### config.mk
export PLATFORM = sky130hd
export DESIGN_NAME = mem_lsu_flat
export DESIGN_NICKNAME = d
export VERILOG_FILES = /design/src/rtl/mem_lsu_pkg.sv /design/src/rtl/mem_lsu_if.sv /design/src/rtl/mem_lsu_align.sv /design/src/rtl/mem_lsu.sv /design/src/flat_wrapper.sv
export SDC_FILE = /design/constraint.sdc
export NUM_CORES = 1
export LEC_CHECK = 0
export CORE_UTILIZATION = 40
export CTS_CLUSTER_SIZE = 24
export DETAILED_ROUTE_END_ITERATION = 7
export PLACE_DENSITY_LB_ADDON = 0.25
export SYNTH_ARGS = -nofsm -noshare
export SYNTH_HDL_FRONTEND = slang
export SYNTH_SLANG_ARGS = --single-unit
### constraint.sdc
create_clock -name clk -period 2.8 [get_ports clk]
set_input_delay 0.56 -clock clk [delete_from_list [all_inputs] [get_ports clk]]
set_output_delay 0.56 -clock clk [all_outputs]
set_load 0.1 [all_outputs]
### src/rtl/mem_lsu_pkg.sv
// Shared types and helpers for the load/store unit: funct3 encodings,
// FSM state encoding and access-size decoding.
package lsu_pkg;

    localparam logic [2:0] F3_B  = 3'd0;
    localparam logic [2:0] F3_H  = 3'd1;
    localparam logic [2:0] F3_W  = 3'd2;
    localparam logic [2:0] F3_BU = 3'd4;
    localparam logic [2:0] F3_HU = 3'd5;

    typedef enum logic [1:0] {
        IDLE,
        LD_LO,
        LD_HI,
        ST_HI
    } lsu_state_t;

    function automatic logic [2:0] size_bytes(input logic [2:0] funct3);
        case (funct3[1:0])
            2'd0:    return 3'd1;
            2'd1:    return 3'd2;
            default: return 3'd4;
        endcase
    endfunction

    // Unsigned variants only exist for loads.
    function automatic logic funct3_legal(input logic [2:0] funct3, input logic we);
        case (funct3)
            F3_B, F3_H, F3_W: return 1'b1;
            F3_BU, F3_HU:     return !we;
            default:          return 1'b0;
        endcase
    endfunction

endpackage

### src/rtl/mem_lsu_if.sv
// Core-side request/response channel of the load/store unit.
interface mem_lsu_if #(
    parameter int ADDRESS_WIDTH = 32,
    parameter int DATA_WIDTH    = 32
) ();
    logic                     req_valid;
    logic                     req_ready;
    logic                     req_we;
    logic [2:0]               req_funct3;
    logic [ADDRESS_WIDTH-1:0] req_addr;
    logic [DATA_WIDTH-1:0]    req_wdata;
    logic                     rsp_valid;
    logic [DATA_WIDTH-1:0]    rsp_rdata;
    logic                     rsp_err;

    modport master (
        output req_valid, req_we, req_funct3, req_addr, req_wdata,
        input  req_ready, rsp_valid, rsp_rdata, rsp_err
    );

    modport slave (
        input  req_valid, req_we, req_funct3, req_addr, req_wdata,
        output req_ready, rsp_valid, rsp_rdata, rsp_err
    );
endinterface

### src/rtl/mem_lsu_align.sv
// Byte-lane datapath: store mask and data placement across a two-word
// window, and load extraction with sign/zero extension.
module lsu_align
    import lsu_pkg::*;
(
    input  logic [2:0]  funct3,
    input  logic [1:0]  off,
    input  logic [31:0] wdata,
    input  logic [63:0] rdata64,
    output logic [7:0]  mask8,
    output logic [63:0] data64,
    output logic [31:0] load_val
);
    logic [7:0]  base_mask;
    logic [63:0] shifted;

    // NOTE: every always_comb output gets a default first, so no path can infer a latch.
    always_comb begin
        case (size_bytes(funct3))
            3'd1:    base_mask = 8'h01;
            3'd2:    base_mask = 8'h03;
            default: base_mask = 8'h0F;
        endcase
        mask8   = base_mask << off;
        data64  = {32'b0, wdata} << {off, 3'b000};
        shifted = rdata64 >> {off, 3'b000};

        load_val = shifted[31:0];
        case (funct3)
            F3_B:    load_val = {{24{shifted[7]}}, shifted[7:0]};
            F3_H:    load_val = {{16{shifted[15]}}, shifted[15:0]};
            F3_BU:   load_val = {24'b0, shifted[7:0]};
            F3_HU:   load_val = {16'b0, shifted[15:0]};
            default: load_val = shifted[31:0];
        endcase
    end
endmodule

### src/rtl/mem_lsu.sv
// Load/store unit in front of a byte-enabled, 1-cycle synchronous-read RAM.
// Word-crossing accesses become two RAM transactions (or are rejected).
module mem_lsu
    import lsu_pkg::*;
#(
    parameter int ADDRESS_WIDTH  = 32,
    parameter int DATA_WIDTH     = 32,
    parameter int MISALIGN_SPLIT = 1
) (
    input  logic                     clk,
    input  logic                     rst,
    mem_lsu_if.slave                 bus,
    output logic [ADDRESS_WIDTH-1:0] ram_addr,
    output logic [3:0]               ram_be,
    output logic [DATA_WIDTH-1:0]    ram_wdata,
    output logic                     ram_we,
    input  logic [DATA_WIDTH-1:0]    ram_rdata
);
    lsu_state_t state;

    logic [2:0]               funct3_q;
    logic [1:0]               off_q;
    logic                     split_q;
    logic [ADDRESS_WIDTH-1:0] addr_hi_q;
    logic [3:0]               be_hi_q;
    logic [31:0]              wdata_hi_q;
    logic [31:0]              lo_q;

    logic                     rsp_valid_q;
    logic [31:0]              rsp_rdata_q;
    logic                     rsp_err_q;

    logic [1:0]               req_off;
    logic [2:0]               req_n;
    logic                     req_split;
    logic                     req_reject;
    logic                     accept;
    logic                     store_write;
    logic [ADDRESS_WIDTH-3:0] req_word_nxt;

    logic [2:0]               al_funct3;
    logic [1:0]               al_off;
    logic [63:0]              al_rdata64;
    logic [7:0]               mask8;
    logic [63:0]              data64;
    logic [31:0]              load_val;

    assign bus.req_ready = (state == IDLE);
    assign bus.rsp_valid = rsp_valid_q;
    assign bus.rsp_rdata = rsp_rdata_q;
    assign bus.rsp_err   = rsp_err_q;

    assign req_off      = bus.req_addr[1:0];
    assign req_n        = size_bytes(bus.req_funct3);
    assign req_split    = ({2'b00, req_off} + {1'b0, req_n}) > 4'd4;
    assign req_reject   = !funct3_legal(bus.req_funct3, bus.req_we)
                       || (req_split && (MISALIGN_SPLIT == 0));
    assign accept       = bus.req_valid && bus.req_ready;
    assign store_write  = bus.req_valid && bus.req_we && !req_reject;
    assign req_word_nxt = bus.req_addr[ADDRESS_WIDTH-1:2] + (ADDRESS_WIDTH-2)'(1);

    // One aligner serves both directions: stores only use it while IDLE,
    // loads only after leaving IDLE.
    assign al_funct3  = (state == IDLE) ? bus.req_funct3 : funct3_q;
    assign al_off     = (state == IDLE) ? req_off : off_q;
    assign al_rdata64 = (state == LD_HI) ? {ram_rdata, lo_q} : {32'b0, ram_rdata};

    lsu_align u_align (
        .funct3   (al_funct3),
        .off      (al_off),
        .wdata    (bus.req_wdata),
        .rdata64  (al_rdata64),
        .mask8    (mask8),
        .data64   (data64),
        .load_val (load_val)
    );

    // RAM is driven straight from the request in IDLE so it samples on the accept edge.
    always_comb begin
        ram_addr  = addr_hi_q;
        ram_be    = 4'b0000;
        ram_wdata = wdata_hi_q;
        ram_we    = 1'b0;
        case (state)
            IDLE: begin
                ram_addr  = {bus.req_addr[ADDRESS_WIDTH-1:2], 2'b00};
                ram_wdata = data64[31:0];
                if (store_write) begin
                    ram_be = mask8[3:0];
                    ram_we = 1'b1;
                end
            end
            ST_HI: begin
                ram_be = be_hi_q;
                ram_we = 1'b1;
            end
            default: ;
        endcase
        if (rst) ram_we = 1'b0;
    end

    // NOTE: request latches carry no reset; they are always rewritten before being read.
    always_ff @(posedge clk) begin
        if (state == IDLE && accept) begin
            funct3_q   <= bus.req_funct3;
            off_q      <= req_off;
            split_q    <= req_split;
            addr_hi_q  <= {req_word_nxt, 2'b00};
            be_hi_q    <= mask8[7:4];
            wdata_hi_q <= data64[63:32];
        end
        if (state == LD_LO) lo_q <= ram_rdata;
    end

    // NOTE: sequential state uses non-blocking assignments only, so every read sees pre-edge values.
    always_ff @(posedge clk) begin
        if (rst) begin
            state       <= IDLE;
            rsp_valid_q <= 1'b0;
            rsp_rdata_q <= '0;
            rsp_err_q   <= 1'b0;
        end else begin
            rsp_valid_q <= 1'b0;
            rsp_rdata_q <= '0;
            rsp_err_q   <= 1'b0;
            case (state)
                IDLE: begin
                    if (accept) begin
                        if (req_reject) begin
                            rsp_valid_q <= 1'b1;
                            rsp_err_q   <= 1'b1;
                        end else if (bus.req_we) begin
                            if (req_split) state <= ST_HI;
                            else           rsp_valid_q <= 1'b1;
                        end else begin
                            state <= LD_LO;
                        end
                    end
                end
                LD_LO: begin
                    if (split_q) begin
                        state <= LD_HI;
                    end else begin
                        rsp_valid_q <= 1'b1;
                        rsp_rdata_q <= load_val;
                        state       <= IDLE;
                    end
                end
                LD_HI: begin
                    rsp_valid_q <= 1'b1;
                    rsp_rdata_q <= load_val;
                    state       <= IDLE;
                end
                ST_HI: begin
                    rsp_valid_q <= 1'b1;
                    state       <= IDLE;
                end
                default: state <= IDLE;
            endcase
        end
    end
endmodule
### src/flat_wrapper.sv
// flat-port wrapper written by rule: the top's interface ports become plain ports
module mem_lsu_flat import lsu_pkg::*;
#(
    parameter int ADDRESS_WIDTH  = 32,
    parameter int DATA_WIDTH     = 32,
    parameter int MISALIGN_SPLIT = 1
)
  (clk, rst, ram_addr, ram_be, ram_wdata, ram_we, ram_rdata, bus_req_valid, bus_req_we, bus_req_funct3, bus_req_addr, bus_req_wdata, bus_req_ready, bus_rsp_valid, bus_rsp_rdata, bus_rsp_err);
  mem_lsu_if #(.ADDRESS_WIDTH(ADDRESS_WIDTH), .DATA_WIDTH(DATA_WIDTH)) bus_i ();
  input  logic clk;
  input  logic rst;
  output logic [ADDRESS_WIDTH-1:0] ram_addr;
  output logic [3:0] ram_be;
  output logic [DATA_WIDTH-1:0] ram_wdata;
  output logic ram_we;
  input  logic [DATA_WIDTH-1:0] ram_rdata;
  input wire logic [$bits(bus_i.req_valid)-1:0] bus_req_valid;
  input wire logic [$bits(bus_i.req_we)-1:0] bus_req_we;
  input wire logic [$bits(bus_i.req_funct3)-1:0] bus_req_funct3;
  input wire logic [$bits(bus_i.req_addr)-1:0] bus_req_addr;
  input wire logic [$bits(bus_i.req_wdata)-1:0] bus_req_wdata;
  output wire logic [$bits(bus_i.req_ready)-1:0] bus_req_ready;
  output wire logic [$bits(bus_i.rsp_valid)-1:0] bus_rsp_valid;
  output wire logic [$bits(bus_i.rsp_rdata)-1:0] bus_rsp_rdata;
  output wire logic [$bits(bus_i.rsp_err)-1:0] bus_rsp_err;
  assign bus_i.req_valid = bus_req_valid;
  assign bus_i.req_we = bus_req_we;
  assign bus_i.req_funct3 = bus_req_funct3;
  assign bus_i.req_addr = bus_req_addr;
  assign bus_i.req_wdata = bus_req_wdata;
  assign bus_req_ready = bus_i.req_ready;
  assign bus_rsp_valid = bus_i.rsp_valid;
  assign bus_rsp_rdata = bus_i.rsp_rdata;
  assign bus_rsp_err = bus_i.rsp_err;
  mem_lsu #(.ADDRESS_WIDTH(ADDRESS_WIDTH), .DATA_WIDTH(DATA_WIDTH), .MISALIGN_SPLIT(MISALIGN_SPLIT)) u_core (.clk(clk), .rst(rst), .bus(bus_i), .ram_addr(ram_addr), .ram_be(ram_be), .ram_wdata(ram_wdata), .ram_we(ram_we), .ram_rdata(ram_rdata));
endmodule
## Word level (Yosys, flattened, before mapping)

Cells that the tools add are included.

- Bits in registers: 140
- Bits of input ports: 103
- Word-level logic and storage cells: 81

- Add/sub/neg operators: 2
- Magnitude comparators: 1
- Equal/unequal tests: 17
- Shift operators: 3
- Muxes and demuxes: 30
- Bitwise logic cells: 2
- Reductions and logical operators: 15

Operators by type and width:

| cell | count |
|---|---|
| 32-bit one-hot mux with 4 select lines | 1 |
| 32-bit two-way mux | 3 |
| 64-bit two-way mux | 1 |
| 32-bit one-hot mux with 2 select lines | 1 |
| 32-bit by 5-bit left shift with 64-bit output | 1 |
| 64-bit by 5-bit >> shifter with 32-bit output | 1 |
| 30-bit by 1-bit adder with 30-bit output (second input constant) | 1 |
| 4-bit one-hot mux with 2 select lines | 2 |
| 3-bit equality test (second input constant) | 4 |
| 2-bit two-way mux | 6 |
| 3-bit one-hot mux with 2 select lines | 2 |
| 3-bit by 1-bit equality test with 1-bit output (second input constant) | 3 |
| 1-bit two-way mux | 8 |
| 4-bit by 2-bit left shift with 8-bit output | 1 |
| 2-bit by 1-bit equality test with 1-bit output (second input constant) | 3 |
| 3-bit by 2-bit equality test with 1-bit output (second input constant) | 2 |
| 2-bit zero test | 3 |
| 3-bit zero test | 2 |
| 2-bit one-hot mux with 3 select lines | 1 |
| 3-bit OR reduction | 2 |
| 2-bit by 3-bit adder with 4-bit output | 1 |
| 2-bit equality test (second input constant) | 2 |
| 4-bit by 3-bit greater-than comparator with 1-bit output (second input constant) | 1 |
| 1-bit logical AND | 4 |
| other kinds (10) | 14 |

## Logic depth before layout (Yosys ltp)

Gate-level depths: netlist (run 1).

- Depth in word-level cells: 9
- Mapped depth: 9
- Depth with buffers taken out: 7

## Cells and area by module

A second synthesis (run 1) with hierarchy kept.

- Cell total of the unflattened synthesis: 696
- Area total of the unflattened synthesis: 8425.6 um^2

By module, submodules not included:

| module | times used | cells an instance | area each (um^2) | sequential area each (um^2) |
|---|---|---|---|---|
| mem_lsu | 1 | 454 | 6357.3 | 3843.7 |
| lsu_align | 1 | 242 | 2068.2 | 0.0 |

## Worst setup path after synthesis (run 1)

No wires, ideal clock.

- Path kind: flip-flop to output port
- Start point: reg u_core.state[0]
- End point: out ram_be[3]
- Data arrival time: 4514 ps
- Data required time: 2240 ps
- Path slack: -2274 ps
- Stages on the path, launching flop included: 9
- Path buffers: 3
- Cells stage by stage: dfxtp_1 -> inv_1 -> ha_1 -> buf_6 -> buf_6 -> buf_2 -> nand2_1 -> nor4b_2 -> nor3b_1

- Longest elaborated chain between the ends: 9
- Elaborated cells on any way between the ends: 13

RTL lines:

| what | line | text |
|---|---|---|
| start: declaration | mem_lsu.sv:19 | `lsu_state_t state;` |
| start signal: assignment | mem_lsu.sv:118 | `state <= IDLE;` |
| start signal: assignment | mem_lsu.sv:133 | `if (req_split) state <= ST_HI;` |
| start signal: assignment | mem_lsu.sv:136 | `state <= LD_LO;` |
| 2-bit zero test * | n/a |  |
| via bus_req_ready | flat_wrapper.sv:22 | `output wire logic [$bits(bus_i.req_ready)-1:0] bus_req_ready;` |
| 3-bit two-way mux | mem_lsu.sv:64 | `assign al_funct3 = (state == IDLE) ? bus.req_funct3 : funct3_q;` |
| 2-bit by 1-bit equality test with 1-bit output / 2-bit zero test (equally long branches) | mem_lsu_pkg.sv:19 | `case (funct3[1:0])` |
| 3-bit one-hot mux with 2 select lines | mem_lsu_pkg.sv:19 |  |
| 3-bit by 2-bit equality test with 1-bit output / 3-bit by 1-bit equality test with 1-bit output (equally long branches) | mem_lsu_align.sv:19 | `case (size_bytes(funct3))` |
| 4-bit one-hot mux with 2 select lines | mem_lsu_align.sv:19 |  |
| 4-bit by 2-bit left shift with 8-bit output | mem_lsu_align.sv:24 | `mask8 = base_mask << off;` |
| 4-bit two-way mux | mem_lsu.sv:88 | `if (store_write) begin` |
| 4-bit one-hot mux with 2 select lines * | mem_lsu.sv:84 | `case (state)` |
| end: declaration | flat_wrapper.sv:13 | `output logic [3:0] ram_be;` |

The timed path passes the listed nets; every way through them passes the cells marked *.

## Final worst setup path (run 1)

- Start point: reg u_core.state[1]
- End point: out ram_wdata[23]

- Longest elaborated chain between the ends: 4

RTL lines:

| what | line | text |
|---|---|---|
| 2-bit zero test * | mem_lsu.sv:65, mem_lsu.sv:84 |  |
| 2-bit two-way mux | mem_lsu.sv:65 | `assign al_off = (state == IDLE) ? req_off : off_q;` |
| 32-bit by 5-bit left shift with 64-bit output | mem_lsu_align.sv:25 | `data64 = {32'b0, wdata} << {off, 3'b000};` |
| 32-bit two-way mux * | mem_lsu.sv:84 |  |
| end: declaration | flat_wrapper.sv:14 | `output logic [DATA_WIDTH-1:0] ram_wdata;` |

Every way passes the cells marked *; elsewhere a longest branch is shown, timed or not.

==> run metrics, run 1 <==
total negative slack -0.1439 ns; number of global-route vias before repair 6649; die height 140.6 µm; Post-CTS Hold Buffers 0; Combinational Power Share 0.420; Final Cycle Share 1.012; most common cell in the netlist edfxtp_1; Synth async-reset ratio 0; clock network power share 0.275; H-tree Lvls 4; Crit. End Element output pin; vias per cell 5.644; Pre-antenna DRT Iters 5; normalized max-slew margin 0.4716; Filler cells 1428; Synth area leaders edfxtp_1 37%, dfxtp_1 9.4%, mux2_2 7.0%, mux2i_1 6.9%, nand2_1 3.2%; Syn Inst Count 718; clock period minus worst slack 2.834 ns; P_sw 2793 µW; status finished, violations left; nets@finish 1077; FF+latch count, synth 131; post-synth design cell area 0.007682 mm²; layout cell share with drive strength beyond 1 0.3538; Lkg Pwr 0.004805 µW; total power 7468 µW; Vias 6840; dpl cell area 0.01133 mm²; Clk pin slew, worst setup/hold paths 0.06 ns; Multi-input gate area 0.004387 mm²; TritonCTS clock tree done; Max-Cap Viols 0; root buffer cell clkbuf_16; Bufs on Longest Clock Path 2; Slew @ Worst Pin 0.7927 ns; Post-synth EDFFs 95; Mapped Avg Cell Area 10.70 µm²; top_reg_cell synth edfxtp_1; drt drc 0; Worst VDD drop 0.4793 mV; Antenna Nets Post-Route 0; register area 0.003578 mm²; RePlAce Congestion 0.8323; final-report max-slew violation count 0; P_int 4675 µW; Switching Fraction 0.3740; initial DRC count 435; WL/cell 19.49 µm; Die W 140.6 µm; setup slack after layout -0.03351 ns; Yosys top cell area share 0.3713; register area share after synthesis 0.4651; Site Rows 50; Crit path required time 2.24 ns; f_max 352.9 MHz; DP HPWL 15.82 mm; Core ar. 0.01877 mm²; failing checks setup timing; CP Max Fanout 13; Synth area leader edfxtp_1; Sequential Power Share 0.305; die area 0.01976 mm²; Area Growth Syn to Fin 60.64%; initial antenna violation count 0; design area 0.01234 mm²; port buffer count 204; total grt overflow 0; worst-skew pair later-pin latency 0.42 ns; starting density of the core 0.4093; crit path DAT 2.27 ns; Hold Fails Final Rpt 0; Startpoint Class flip-flop; # IOs 207; # clock sinks 131; Distinct cells, synth 63; CTS Buf Count 17; kind of critical path flip-flop to output pin; pwr dens 605.1 mW/mm²; ANT cells 0; Yosys Warn Count 0; Hold WS 0.6283 ns; Commonest cells post-synth 95 x edfxtp_1, 66 x nand2_1, 53 x mux2i_1; first-pass GRT wire length 36.24 mm; # setup viols final 8; All-Layer GR Usage 0.2366; largest net degree at the start of global routing 48; worst min path class flip-flop to flip-flop; Final Skew 0.007727 ns; fin cells 1212; RSZ-0062 raised after global routing yes; WL final 23.62 mm; Cells after DPL 1156
## final cells by class
type | instances | share of cell area
multi-input cells | 504 | 0.3555
flip-flops and latches | 131 | 0.2900
repair buffers | 280 | 0.2774
clock buffers | 21 | 0.03741
well taps | 234 | 0.02373
inverters | 31 | 0.009835
clock inverters | 11 | 0.006185
## registers in the layout, indices dropped and copies added (netlist names), 2 cells and up
signal / count
u_core.state: 2
u_core.off_q: 2
u_core.wdata_hi_q: 24
u_core.addr_hi_q: 30
u_core.bus.rsp_rdata: 32
u_core.lo_q: 32
u_core.funct3_q: 3
u_core.be_hi_q: 3
## cell families after synthesis
family	count (synthesis)	synth area share
and+or+nand+nor	180	0.1143
AOI/OAI and AO/OA	170	0.1505
other	1	0.0004881
buffers and inverters	84	0.04919
adders and majority gates	9	0.01564
DFF	131	0.4651
xor gates and xnor gates	30	0.03420
muxes	113	0.1705
## stage by stage
step	worst slack, ns	utilization
3_3_place_gp	-0.02935	0.6035
4_1_cts	-0.02559	0.6459
5_1_grt	-0.1266	0.6575
3_5_place_dp	-0.1430	0.6035
6_report	-0.03351	0.6575
2_1_floorplan	-0.2278	-
## critical path: stages, from the launching register on
cell and delay, ns:
dfxtp_4 0.35, inv_4 0.06, ha_4 0.18, buf_12 0.12, mux2i_4 0.29, buf_12 0.18, mux2i_2 0.24, o211ai_1 0.12
o21a_4 0.14, buf_12 0.16
## power groups by stage
stage / sequential, µW / clock [µW] / combinational (µW)
2_1_floorplan: 2350 / 0 / 1890
3_3_place_gp: 2310 / 0 / 2950
3_5_place_dp: 2320 / 0 / 2970
4_1_cts: 2280 / 2090 / 3070
5_1_grt: 2290 / 2170 / 3260
6_report: 2280 / 2050 / 3130
## layout by cell type (no fill, tap or decap), types with 18 or more instances in the layout
cell type        netlist  final
clkbuf_16              0     20
dfxtp_1               36     34
buf_12                 0     79
mux2_2                48     28
nand2_1               66     60
mux2_4                 3     23
a21oi_1               28     18
and3_1                20     20
mux2i_1               53     51
nor2_1                26     25
inv_1                 31     28
buf_4                  5     93
nand3_1               28     21
o21ai_0               28     20
edfxtp_1              95     95
clkdlybuf4s50_1        0    101
xnor2_1               22     22
## final timing paths
check | start | end | slack (ns) | cells past startpoint
worst max-delay path | u_core.state[1] | ram_wdata[23] | -0.03 | 9
worst min-delay path | u_core.state[0] | u_core.state[0] | 0.63 | 3
worst max register to register | u_core.state[1] | u_core.bus.rsp_rdata[17] | 0.19 | 10
worst min register to register | u_core.state[0] | u_core.state[0] | 0.63 | 3
## layer usage
layer | track usage | vias to the layer above | part of all wire
met5 | 0 | - | 0
met4 | 0.09268 | 0 | 0.025
met1 | 0.3071 | 3297 | 0.41
met2 | 0.3803 | 293 | 0.49
met3 | 0.05910 | 47 | 0.073
li1 | - | 3203 | -
## repair_timing
action,CTS,global route
setup buffers,14,7
setup endpoints to repair,32,21
resized for setup,16,31
gates cloned,2,2
pin swaps,2,3
Power figures use the tool's default switching activity.
==> inputs of run 2 (changes only) <==
--- a/config.mk
+++ b/config.mk
@@ -5,6 +5,7 @@
 export SDC_FILE = /design/constraint.sdc
 export NUM_CORES = 1
 export LEC_CHECK = 0
+export CORE_MARGIN = 3
 export CORE_UTILIZATION = 40
 export CTS_CLUSTER_SIZE = 24
 export DETAILED_ROUTE_END_ITERATION = 7
==> run metrics, run 2 (same netlist as run 1, synthesis figures left out) <==
total grt overflow 0 (unchanged); design area 0.01236 mm² (+0.12%); kind of critical path flip-flop to output pin; clock period minus worst slack 2.858 ns (+0.02493 ns); first-pass GRT wire length 36.80 mm (+1.5%); clock network power share 0.291 (+0.016); Bufs on Longest Clock Path 2 (unchanged); Lkg Pwr 0.004817 µW (+0.26%); Core ar. 0.01877 mm² (unchanged); die height 144.6 µm (+2.8%); most frequent CP cell buf_12; Die W 144.6 µm (+2.8%); layout cell share with drive strength beyond 1 0.3525 (-0.001324); Clk pin slew, worst setup/hold paths 0.06 ns (about the same); Hold Fails Final Rpt 0 (unchanged); ordered list of cells on the worst path inv_4, ha_4, buf_12, mux2i_4, buf_6, mux2i_2, o211ai_1, o21a_4, buf_12; RSZ-0062 raised after global routing yes; Post-CTS Hold Buffers 0 (unchanged); TritonCTS clock tree done; drt drc 0 (unchanged); slowest cell delay on critical path 0.35 ns (about the same); Antenna Nets Post-Route 0 (unchanged); total power 7635 µW (+2.2%); dpl cell area 0.01134 mm² (+0.11%); normalized max-slew margin 0.5203 (+0.04876); WL/cell 19.73 µm (+1.2%); All-Layer GR Usage 0.2254 (-0.01119); Switching Fraction 0.3703 (-0.003753); f_max 349.8 MHz (-0.87%); commonest non-fill, non-tap cell in the layout clkdlybuf4s50_1; starting density of the core 0.4093 (unchanged); initial DRC count 520 (+20%); slowest stage cell on the critical path dfxtp_4; pwr dens 617.9 mW/mm² (+2.1%); worst-skew pair later-pin latency 0.42 ns (about the same); Sequential Power Share 0.298 (-0.007); # clock sinks 131 (unchanged); nets@finish 1075 (-0.19%); worst slack, placed -0.1006 ns (+0.04242 ns); Final Cycle Share 1.021 (+0.008902); P_int 4808 µW (+2.8%); most frequent cells in the layout 102 x clkdlybuf4s50_1, 95 x edfxtp_1, 89 x buf_4, 78 x buf_12, 57 x nand2_1; WL final 23.88 mm (+1.1%); DP HPWL 16.67 mm (+5.4%); Max-Cap Viols 0 (unchanged); die area 0.02090 mm² (+5.8%); port buffer count 204 (unchanged); CTS Buf Count 17 (unchanged); Slew @ Worst Pin 0.7195 ns (-0.07314 ns); Pre-antenna DRT Iters 5 (unchanged); crit path DAT 2.30 ns (+0.03 ns); Combinational Power Share 0.411 (-0.009); vias per cell 5.700 (+1.0%); Vias 6897 (+0.83%); # IOs 207 (unchanged); Area Growth Syn to Fin 60.83%; Crit. End Element output pin; Final Skew 0.01093 ns (+0.003202 ns); ANT cells 0 (unchanged); number of global-route vias before repair 6799 (+2.3%); worst min path class flip-flop to flip-flop; total negative slack -0.08546 ns (+0.05848 ns); Crit path required time 2.24 ns (about the same); setup slack after layout -0.05844 ns (-0.02493 ns); CP Max Fanout 5 (-8); Site Rows 50 (unchanged); Worst VDD drop 0.4484 mV (-6.4%); Startpoint Class flip-flop; status finished, violations left; # setup viols final 4 (-4); H-tree Lvls 4 (unchanged); failing checks setup timing; P_sw 2827 µW (+1.2%); final-report max-slew violation count 0 (unchanged); initial antenna violation count 0 (unchanged); root buffer cell clkbuf_16; largest net degree at the start of global routing 34 (-29%); Hold WS 0.6166 ns (-0.01173 ns); RePlAce Congestion 0.8390 (+0.80%)
[run 2: cell type report]
| class | instances | area [µm²] |
|---|---|---|
| clock inverters | 12 | 115.1 |
| inverters | 31 | 121.4 |
| repair buffers | 278 | 3431 |
| flip-flops and latches | 131 | 3581 |
| well taps | 234 | 292.8 |
| fillers | 1453 | 6412 |
| multi-input cells | 504 | 4347 |
| clock buffers | 20 | 467.9 |
[run 2: through the flow]
stage               utilization  std cells
floorplan                     -        719
global placement         0.6042       1156
detailed placement       0.6042       1156
CTS                      0.6523       1207
global route             0.6583       1210
finish                   0.6583       1210
[run 2: repair_timing]
item                                    4_1_cts  5_1_grt
endpoints found under the setup margin       26       21
resized for setup                            29       24
setup buffers                                16        3
gates cloned                                  3        0
pin swaps                                     8        9
[run 2: path summary, 6_finish.rpt]
check / from / to / slack, ns / cells past startpoint
max: u_core.state[0] / ram_wdata[23] / -0.06 / 9
min: u_core.state[0] / u_core.state[0] / 0.62 / 3
max reg2reg: u_core.state[0] / u_core.bus.rsp_rdata[26] / 0.26 / 10
min reg2reg: u_core.state[0] / u_core.state[0] / 0.62 / 3
[run 2: power by group through the flow]
stage / Combinational [µW] / Sequential (µW) / Clock [µW]
after floorplan: 1890 / 2350 / 0
after global placement: 2960 / 2310 / 0
after detailed placement: 2980 / 2320 / 0
after CTS: 3100 / 2280 / 2250
after global routing: 3260 / 2290 / 2340
final: 3140 / 2280 / 2220
[run 2: critical path: cells and delay by family (launching register included)]
kind / cells / cell delay (ns)
DFF: 1 / 0.35
adders and majority gates: 1 / 0.19
muxes: 2 / 0.55
buffers and inverters: 4 / 0.51
AOI/OAI and AO/OA: 2 / 0.29
[run 2: per-layer routing]
layer | vias to the layer above | track usage | wire (µm)
met5 | - | 0 | 0
met4 | 0 | 0.07806 | 673
met3 | 46 | 0.05060 | 1478
met2 | 308 | 0.3638 | 11690
met1 | 3343 | 0.3000 | 10040
li1 | 3200 | - | -
